==> config.mk <==
export PLATFORM = sky130hd
export DESIGN_NAME = param_datapath
export DESIGN_NICKNAME = d
export VERILOG_FILES = /design/src/rtl/param_datapath.sv
export SDC_FILE = /design/constraint.sdc
export NUM_CORES = 2
export LEC_CHECK = 0
export ABC_CLOCK_PERIOD_IN_PS = 6700
export CORE_MARGIN = 2
export CORE_UTILIZATION = 55
export DETAILED_ROUTE_END_ITERATION = 12
export HOLD_SLACK_MARGIN = 0.05
export PLACE_DENSITY = 0.75
export SETUP_SLACK_MARGIN = 0.2
export SKIP_LAST_GASP = 1
export SYNTH_ARGS = -nofsm -noshare
export SYNTH_HDL_FRONTEND = slang
export SYNTH_SLANG_ARGS = --single-unit
==> constraint.sdc <==
create_clock -name clk -period 6.7 [get_ports clk]
set_input_delay 0.67 -clock clk [delete_from_list [all_inputs] [get_ports clk]]
set_output_delay 0.67 -clock clk [all_outputs]
set_load 0.03 [all_outputs]
==> src/rtl/param_datapath.sv <==
// ---------------------------------------------------------------------------
// param_datapath
//
// Parameterised single-bus CPU datapath: general register file, PC, IR, MAR,
// MDR, Y/Z ALU staging registers, a branch-condition flag, an output port and
// a small memory-handshake state machine with a timeout.
//
// Parameters
//   WIDTH        datapath width in bits (8..64)
//   NREGS        number of general registers (8 or 16)
//   MEM_TIMEOUT  cycles to wait in REQ for mem_ack before flagging an error
//
// Ports
//   clk, reset            clock (rising edge) and async active-low reset
//   bus_src, ba_out       bus source select; ba_out forces R0 to read as zero
//   reg_we, reg_sel       general register write from the bus
//   y_in .. out_in        load strobes for Y, Z (ALU result), IR, MAR, MDR,
//                         PC and the output port
//   alu_op                ALU operation (Y op bus)
//   inc_pc                PC <= PC + step (step = imm when con, else 1)
//   con_in, cond          capture branch condition evaluated on the bus
//   imm, in_port          immediate operand and input-port value
//   mem_rd, mem_wr        start a memory read / write
//   mem_req, mem_we       memory request and write qualifier
//   mem_addr, mem_wdata   memory address (MAR) and write data (MDR)
//   mem_rdata, mem_ack    memory read data and acknowledge
//   mem_busy, mem_done    transaction in progress / one-cycle completion
//   mem_err               sticky timeout flag, cleared by the next transaction
//   bus, ir, out_port     bus value, instruction register, output port
//   con                   branch condition flag
// ---------------------------------------------------------------------------
module param_datapath #(
   parameter int WIDTH       = 32,
   parameter int NREGS       = 16,
   parameter int MEM_TIMEOUT = 15
) (
   input  logic                     clk,
   input  logic                     reset,
   input  logic [4:0]               bus_src,
   input  logic                     ba_out,
   input  logic                     reg_we,
   input  logic [$clog2(NREGS)-1:0] reg_sel,
   input  logic                     y_in,
   input  logic                     z_in,
   input  logic                     ir_in,
   input  logic                     mar_in,
   input  logic                     mdr_in,
   input  logic                     pc_in,
   input  logic                     out_in,
   input  logic [3:0]               alu_op,
   input  logic                     inc_pc,
   input  logic                     con_in,
   input  logic [1:0]               cond,
   input  logic [WIDTH-1:0]         imm,
   input  logic [WIDTH-1:0]         in_port,
   input  logic                     mem_rd,
   input  logic                     mem_wr,
   output logic                     mem_req,
   output logic                     mem_we,
   output logic [WIDTH-1:0]         mem_addr,
   output logic [WIDTH-1:0]         mem_wdata,
   input  logic [WIDTH-1:0]         mem_rdata,
   input  logic                     mem_ack,
   output logic                     mem_busy,
   output logic                     mem_done,
   output logic                     mem_err,
   output logic [WIDTH-1:0]         bus,
   output logic [WIDTH-1:0]         ir,
   output logic [WIDTH-1:0]         out_port,
   output logic                     con
);

   localparam int SELW = $clog2(NREGS);
   localparam int SHW  = $clog2(WIDTH);
   // Last REQ cycle count value before the timeout fires.
   localparam logic [7:0] TO_LAST = 8'(MEM_TIMEOUT - 1);

   typedef enum logic [1:0] {
      IDLE = 2'd0,
      REQ  = 2'd1,
      DONE = 2'd2
   } mem_state_e;

   logic [WIDTH-1:0] regs_q [NREGS];
   logic [WIDTH-1:0] pc_q, pc_d;
   logic [WIDTH-1:0] ir_q, ir_d;
   logic [WIDTH-1:0] mar_q, mar_d;
   logic [WIDTH-1:0] mdr_q, mdr_d;
   logic [WIDTH-1:0] y_q, y_d;
   logic [WIDTH-1:0] z_q, z_d;
   logic [WIDTH-1:0] out_q, out_d;
   logic             con_q, con_d;

   mem_state_e       state_q, state_d;
   logic             we_q, we_d;
   logic             err_q, err_d;
   logic [7:0]       timer_q, timer_d;

   logic [WIDTH-1:0]        busVal;
   logic [WIDTH-1:0]        aluRes;
   logic [WIDTH-1:0]        pcStep;
   logic signed [WIDTH-1:0] ySigned;
   logic [SHW-1:0]          shAmt;
   logic                    condRes;
   logic                    memActive;

   // Bus source decode. Codes below NREGS address the register file (R0 can
   // be forced to zero for base-address-free addressing); unassigned codes,
   // including register codes beyond NREGS, read as zero.
   always_comb begin
      busVal = '0;
      if (int'(bus_src) < NREGS) begin
         if (!(bus_src == 5'd0 && ba_out)) begin
            busVal = regs_q[bus_src[SELW-1:0]];
         end
      end else begin
         case (bus_src)
            5'd24:   busVal = pc_q;
            5'd25:   busVal = mdr_q;
            5'd26:   busVal = z_q;
            5'd27:   busVal = y_q;
            5'd28:   busVal = mar_q;
            5'd29:   busVal = in_port;
            5'd30:   busVal = imm;
            default: busVal = '0;
         endcase
      end
   end

   assign shAmt   = busVal[SHW-1:0];
   assign ySigned = y_q;

   // ALU: Y is the left operand, the bus the right operand. Shifts use only
   // the low log2(WIDTH) bus bits as the distance; undefined codes give zero.
   always_comb begin
      aluRes = '0;
      case (alu_op)
         4'd0:    aluRes = y_q + busVal;
         4'd1:    aluRes = y_q - busVal;
         4'd2:    aluRes = y_q & busVal;
         4'd3:    aluRes = y_q | busVal;
         4'd4:    aluRes = y_q ^ busVal;
         4'd5:    aluRes = ~busVal;
         4'd6:    aluRes = -busVal;
         4'd7:    aluRes = y_q << shAmt;
         4'd8:    aluRes = y_q >> shAmt;
         4'd9:    aluRes = ySigned >>> shAmt;
         default: aluRes = '0;
      endcase
   end

   // Branch condition evaluated on the current bus value.
   always_comb begin
      condRes = 1'b0;
      case (cond)
         2'd0:    condRes = (busVal == '0);
         2'd1:    condRes = (busVal != '0);
         2'd2:    condRes = ~busVal[WIDTH-1];
         default: condRes = busVal[WIDTH-1];
      endcase
   end

   assign pcStep    = con_q ? imm : {{(WIDTH-1){1'b0}}, 1'b1};
   assign memActive = (state_q == REQ);

   // Next-state for the datapath registers. MAR and MDR are frozen while a
   // memory request is outstanding so the memory sees stable address/data;
   // a read acknowledge is the only thing that may change MDR then.
   always_comb begin
      pc_d  = pc_q;
      ir_d  = ir_q;
      mar_d = mar_q;
      mdr_d = mdr_q;
      y_d   = y_q;
      z_d   = z_q;
      out_d = out_q;
      con_d = con_q;

      if (inc_pc) begin
         pc_d = pc_q + pcStep;
      end else if (pc_in) begin
         pc_d = busVal;
      end

      if (con_in) begin
         con_d = condRes;
      end else if (inc_pc) begin
         con_d = 1'b0;
      end

      if (ir_in)  ir_d  = busVal;
      if (y_in)   y_d   = busVal;
      if (z_in)   z_d   = aluRes;
      if (out_in) out_d = busVal;

      if (mar_in && !memActive) begin
         mar_d = busVal;
      end

      if (memActive && mem_ack && !we_q) begin
         mdr_d = mem_rdata;
      end else if (mdr_in && !memActive) begin
         mdr_d = busVal;
      end
   end

   // Memory handshake FSM. A new request is only accepted in IDLE; the
   // timeout counter counts REQ cycles and on expiry the transaction ends
   // through DONE with the sticky error set and MDR left untouched.
   always_comb begin
      state_d  = state_q;
      we_d     = we_q;
      err_d    = err_q;
      timer_d  = timer_q;
      mem_req  = 1'b0;
      mem_busy = 1'b0;
      mem_done = 1'b0;
      mem_we   = 1'b0;

      case (state_q)
         IDLE: begin
            if (mem_rd || mem_wr) begin
               state_d = REQ;
               we_d    = ~mem_rd;
               err_d   = 1'b0;
               timer_d = '0;
            end
         end
         REQ: begin
            mem_req  = 1'b1;
            mem_busy = 1'b1;
            mem_we   = we_q;
            if (mem_ack) begin
               state_d = DONE;
            end else if (timer_q == TO_LAST) begin
               err_d   = 1'b1;
               state_d = DONE;
            end else begin
               timer_d = timer_q + 8'd1;
            end
         end
         DONE: begin
            mem_done = 1'b1;
            state_d  = IDLE;
         end
         default: begin
            state_d = IDLE;
         end
      endcase
   end

   // Datapath and FSM state registers.
   always_ff @(posedge clk or negedge reset) begin
      if (!reset) begin
         pc_q    <= '0;
         ir_q    <= '0;
         mar_q   <= '0;
         mdr_q   <= '0;
         y_q     <= '0;
         z_q     <= '0;
         out_q   <= '0;
         con_q   <= 1'b0;
         state_q <= IDLE;
         we_q    <= 1'b0;
         err_q   <= 1'b0;
         timer_q <= '0;
      end else begin
         pc_q    <= pc_d;
         ir_q    <= ir_d;
         mar_q   <= mar_d;
         mdr_q   <= mdr_d;
         y_q     <= y_d;
         z_q     <= z_d;
         out_q   <= out_d;
         con_q   <= con_d;
         state_q <= state_d;
         we_q    <= we_d;
         err_q   <= err_d;
         timer_q <= timer_d;
      end
   end

   // General register file, written from the bus.
   always_ff @(posedge clk or negedge reset) begin
      if (!reset) begin
         for (int i = 0; i < NREGS; i++) begin
            regs_q[i] <= '0;
         end
      end else if (reg_we) begin
         regs_q[reg_sel] <= busVal;
      end
   end

   assign bus       = busVal;
   assign ir        = ir_q;
   assign out_port  = out_q;
   assign con       = con_q;
   assign mem_addr  = mar_q;
   assign mem_wdata = mdr_q;
   assign mem_err   = err_q;

endmodule

* Word-level counts from Yosys, hierarchy flattened
Index checks and enable logic that the tools add are counted.
Operators by class: $add $sub $neg 5, multipliers 0, divide/modulo/power cells 0, order comparisons 4, equality and inequality tests 26, shift operators 3, multiplexer cells 33, bitwise operators 8, reductions and logical operators 23
Operators by type and width (number):
- $bwmux W512 | 1
- $mux W32 | 10
- $pmux W32 S10 | 1
- $pmux W32 S7 | 1
- $bmux W32 S4 | 1
- $demux W32 S4 | 1
- $add A32 B32 Y32 | 2
- $eq A5 B5 Y1 const B | 7
- $and A32 B32 Y32 | 1
- $logic_not A32 Y1 | 1
- $neg A32 Y32 | 1
- $not A32 Y32 | 1
- $or A32 B32 Y32 | 1
- $reduce_bool A32 Y1 | 1
- $shl A32 B5 Y32 | 1
- $shr A32 B5 Y32 | 1
- $sshr A32 B5 Y32 | 1
- $sub A32 B32 Y32 | 1
- $xor A32 B32 Y32 | 1
- $mux W8 | 3
- $eq A4 B3 Y1 const B | 4
- $pmux W8 S2 | 1
- $ge A5 B5 Y1 const B | 2
- $not A4 Y5 | 2
- 27 further kinds | 55
Word-level totals: bits in registers 749, latch bits 0, memory bits (writable) 0, ROM bits 0, bits of input ports 127, memories kept 0

* Longest topological paths before layout
depth in word-level cells 9, mapped depth 29, depth with buffers taken out 20

* Least setup slack after synthesis
Ideal clock, no wire load.
kind input -> register, start point input bus_src[1], end point register z_q[31], data arrival time 6.533 ns, required time 6.572 ns, path slack 0.039 ns, stages on the path 29, path buffers 10, cell sequence buf_4 buf_4 buf_6 buf_2 mux4_2 mux4_2 nand2_1 nand4_1 buf_4 inv_4 buf_4 buf_4 buf_4 clkbuf_1 buf_1 ha_1 a21o_1 a21o_1 a2111oi_0 or4_1 a31oi_1 o2111ai_1 a21oi_1 o21ai_0 o21ai_0 a21o_1 mux2i_1 o21ai_0 nand3_1
Between the ends: word-level cells in the longest chain between the ends 8, elaborated cells on any way between the ends 28
RTL lines:
- start: declaration | RTL line 39 | input logic [4:0] bus_src,
- $not A4 Y5 (not written as such) | RTL line 114 | busVal = regs_q[bus_src[SELW-1:0]];
- $bmux W32 S4 | RTL line 114
- $mux W32 (not written as such) (2 in a row) | RTL line 114
- $mux W32 | RTL line 113 | if (!(bus_src == 5'd0 && ba_out)) begin
- $mux W32 * | RTL line 112 | if (int'(bus_src) < NREGS) begin
- $neg A32 Y32, or another cell as far along | RTL line 144 | 4'd6: aluRes = -busVal;
- $pmux W32 S10 * | RTL line 137 | case (alu_op)
- end signal: assignment | RTL line 273 | z_q <= z_d;
- end: declaration | RTL line 90 | logic [WIDTH-1:0] z_q, z_d;
Every way passes the cells marked *; elsewhere a longest branch is shown, timed or not. The select of a mux whose other input is x is not followed. A chain may end at the register's enable or synchronous reset.

* Final worst setup path
start point input bus_src[4], end point register z_q[27]
Between the ends: word-level cells in the longest chain between the ends 6, elaborated cells on any way between the ends 24
RTL lines (RTL line):
- parallel branches: the longest is 3 deep, another holds $pmux W32 S7
- $mux W32 * | 112
- $neg A32 Y32, or another cell as far along | 144
- $pmux W32 S10 * | 137
Every way passes the cells marked *.

==> impl_metrics.env <==
export IMPL_outcome="completed"
export IMPL_final_min_period_over_clock_period_pct=86.93
export IMPL_fin_ws_ps=875.5
export IMPL_die_x_um=285.6
export IMPL_synth_area_leaders="dfrtp_1 43%, a21oi_1 7.3%, mux4_2 6.2%, nor2_1 5.8%, o21ai_0 4.8%"
export IMPL_fp_dieH_um=285.6
export IMPL_critPathKind="in2reg"
export IMPL_hold_class="in2async"
export IMPL_power_density_nw_per_um2=383.6
export IMPL_cts_root_buf="clkbuf_16"
export IMPL_grt_max_degree=193
export IMPL_async_flop_share_pct=100.0
export IMPL_fin_crit_ps=5824
export IMPL_synth_xor_area_share_pct=2.006
export IMPL_synth_cell_types=99
export IMPL_dieArea_um2=81550
export IMPL_layout_common_cells="749 x dfrtp_1, 660 x nor2_1, 619 x a21oi_1"
export IMPL_cp_common_cell="buf_4"
export IMPL_num_vias=40136
export IMPL_syn_area_um2=43610
export IMPL_synth_avg_cell_area_um2=9.013
export IMPL_drc=0
export IMPL_drtPass1Iterations=10
export IMPL_crit_buf_inv=5
export IMPL_path_clk_slew_ps=60
export IMPL_met1_usage_pct=59.60
export IMPL_gp_congestion=1.056
export IMPL_start_util_pct=55.38
export IMPL_area_growth_pct=16.11
export IMPL_netlist_area_leader_share_pct=42.98
export IMPL_synth_seq_cells=749
export IMPL_pre_cts_ws_ps=346.7
export IMPL_layout_drive_gt1_share_pct=10.54
export IMPL_crit_arrival_ps=6350
export IMPL_layout_commonest_cell="dfrtp_1"
export IMPL_skew_ps=49.39
export IMPL_grt_use_met2_pct=62.67
export IMPL_clk_latency_ps=690
export IMPL_antenna_found_initial=5
export IMPL_cts_setup_buffers=0
export IMPL_synth_mux_area_fraction_pct=10.45
export IMPL_postRouteAntennaNets=0
export IMPL_finalSetupTns_ps=0
export IMPL_viasPerCell=6.623
export IMPL_cts_sinks=749
export IMPL_nNetsFinal=5179
export IMPL_path_max_fanout=23
export IMPL_grt_setup_unrepaired="false"
export IMPL_crit_slowest_cell="clkdlybuf4s50_1"
export IMPL_power_leakage_nw=22.02
export IMPL_yosys_warnings=0
export IMPL_grt_pass1_vias=38643
export IMPL_required_ps=7230
export IMPL_synth_top_family_by_area="compound AO/OA/AOI/OAI gates"
export IMPL_cts_buffers=80
export IMPL_whs_ps=42.37
export IMPL_track_usage_pct=41.99
export IMPL_maxSlewViolCount=0
export IMPL_drt_iter0_drc=5477
export IMPL_nFillCells=6454
export IMPL_hpwl_mm=118.3
export IMPL_slew_headroom_pct=24.10
export IMPL_crit_path_end_kind="flop"
export IMPL_cp_depth=23
export IMPL_post_cts_resized=0
export IMPL_grt_ovfl_total=0
export IMPL_grt_pass1_wl_mm=256.5
export IMPL_cpPeakStageDelay_ps=560
export IMPL_synthSimpleGateAreaFrac_pct=14.72
export IMPL_crit_chain="clkdlybuf4s50_1, and3b_1, and2_1, buf_4, a22oi_1, nand4_1, buf_4, inv_4, ha_1, a21o_1, a21o_1, a2111oi_1, buf_4, or4_1, a31oi_1, o2111ai_1, a21oi_1, o21ai_0, xnor2_1, a221oi_1, o21ai_0, a22oi_1, nand2_1"
export IMPL_cts_tree="done"
export IMPL_wirelength_mm=172.5
export IMPL_grtUsageMet3_pct=9.633
export IMPL_hold_viol_final=0
export IMPL_fmax_mhz=171.7
export IMPL_peakVddDrop_mv=0.3264
export IMPL_ios=293
export IMPL_htree_levels=3
export IMPL_synth_ff_type="dfrtp_1"
export IMPL_rr_worst_depth=20
export IMPL_detail_route_wl_per_cell_um=28.46
export IMPL_finalPower_mw=19.42
export IMPL_synth_compound_area_share_pct=21.58
export IMPL_synthAdderAreaFrac_pct=3.179
export IMPL_core_area_um2=78740
export IMPL_worst_slew_pin_slew_ps=1139
export IMPL_yosysTopAreaCell="dfrtp_1"
export IMPL_clockBufferDepth=3
export IMPL_rows=103
export IMPL_placed_area_um2=47630
export IMPL_final_setup_viol_count=0
export IMPL_grt_busiest_layer="met2"
export IMPL_io_buffers=292
export IMPL_syn_instance_count=4838
export IMPL_max_cap_violations=0
export IMPL_yosysSeqAreaShare_pct=42.98
export IMPL_startpoint_type="primary input"
export IMPL_synth_nets=5074
export IMPL_cp_top_family="compound AO/OA/AOI/OAI gates"
export IMPL_ctsHoldBuffers=0
export IMPL_finalInstanceArea_um2=50630
export IMPL_synth_edf_count=0
registers in the layout (all words and copies together), names as in the netlist, 2 cells and up:
name       count
timer_q        8
ySigned       32
out_port      32
z_q           32
regs_q       512
mem_wdata     32
mem_addr      32
ir            32
state_q        2
pc_q          32
path summary, 6_finish.rpt:
check	slack, ps	from	endpoint
max	880	bus_src[4]	z_q[27]
max in group asynchronous	5070	reset	regs_q[104]
max reg2reg	890	regs_q[0]	z_q[30]
min	40	reset	out_port[24]
min in group clk	480	regs_q[455]	regs_q[455]
min reg2reg	480	regs_q[455]	regs_q[455]
area by class of cell:
cell class	instances	area, um^2	share of cell area (%)
Antenna cell	2	5.005	0.009884
Inverter	116	442.9	0.8748
Clock inverter	43	752.0	1.485
Multi-Input combinational cell	3540	22890	45.21
Tap cell	1050	1314	2.595
Clock buffer	104	2242	4.428
Timing Repair Buffer	456	4242	8.377
Sequential cell	749	18740	37.02
logic make-up (layout without fill, tap and decap cells):
family | Yosys count | count (layout)
flip-flops | 749 | 749
other | 0 | 2
AO/OA/AOI/OAI | 1556 | 1556
buffers and inverters | 549 | 719
multiplexers | 302 | 302
AND/OR/NAND/NOR | 1474 | 1474
XOR/XNOR | 99 | 99
adder cells (fa/ha/maj) | 109 | 109
worst register-to-register path, delay by kind of cell, from the launching register on:
kind                       cells  cell delay (ps)
xor gates and xnor gates       1               90
buffers and inverters          1               50
DFF                            1              400
and+or+nand+nor                3              580
AOI/OAI and AO/OA             11             2920
muxes                          2             1000
adders and majority gates      2              640
synthesized netlist by cell type, types with 12 or more instances:
| cell | number |
|---|---|
| mux4_2 | 121 |
| buf_1 | 48 |
| a221o_1 | 14 |
| a222oi_1 | 43 |
| a221oi_1 | 25 |
| and2_1 | 59 |
| nor2b_1 | 19 |
| o22ai_1 | 13 |
| nand3_1 | 93 |
| nor3_1 | 41 |
| a21oi_1 | 636 |
| buf_2 | 52 |
| mux2i_1 | 164 |
| ha_1 | 106 |
| mux2_2 | 17 |
| nor2_1 | 671 |
| o21bai_1 | 22 |
| or3_1 | 14 |
| a22oi_1 | 100 |
| nand4_1 | 27 |
| o21a_1 | 12 |
| o211ai_1 | 37 |
| a21o_1 | 45 |
| a211oi_1 | 31 |
| and3_1 | 36 |
| buf_4 | 15 |
| a31oi_1 | 25 |
| o31ai_1 | 14 |
| xor2_1 | 27 |
| clkbuf_1 | 313 |
| o21ai_0 | 416 |
| a22o_1 | 12 |
| xnor2_1 | 71 |
| nand2b_1 | 24 |
| o221ai_1 | 18 |
| inv_1 | 110 |
| dfrtp_1 | 749 |
| nand2_1 | 434 |
layer usage:
metal / vias to the layer above / part of all wire (%)
met1: 19903 / 41
li1: 17554 / -
met5: - / 0.030
met2: 2258 / 44
met3: 415 / 11
met4: 6 / 4.6
metrics by stage:
step / util, % / cells
3_5_place_dp: 60.49 / 5911
4_1_cts: 64.30 / 6058
5_1_grt: 64.30 / 6058
2_1_floorplan: - / 4838
6_report: 64.30 / 6060
3_3_place_gp: 60.49 / 5911
where the power goes:
| part | leakage, nW | switching [mW] | internal, mW |
|---|---|---|---|
| Combinational | 11.3 | 4.79 | 2.92 |
| Sequential | 9.25 | 1.03 | 5.71 |
| Clock | 1.44 | 2.03 | 2.95 |
| Total | 22.0 | 7.84 | 11.6 |
(Power assumes the default switching activity.)
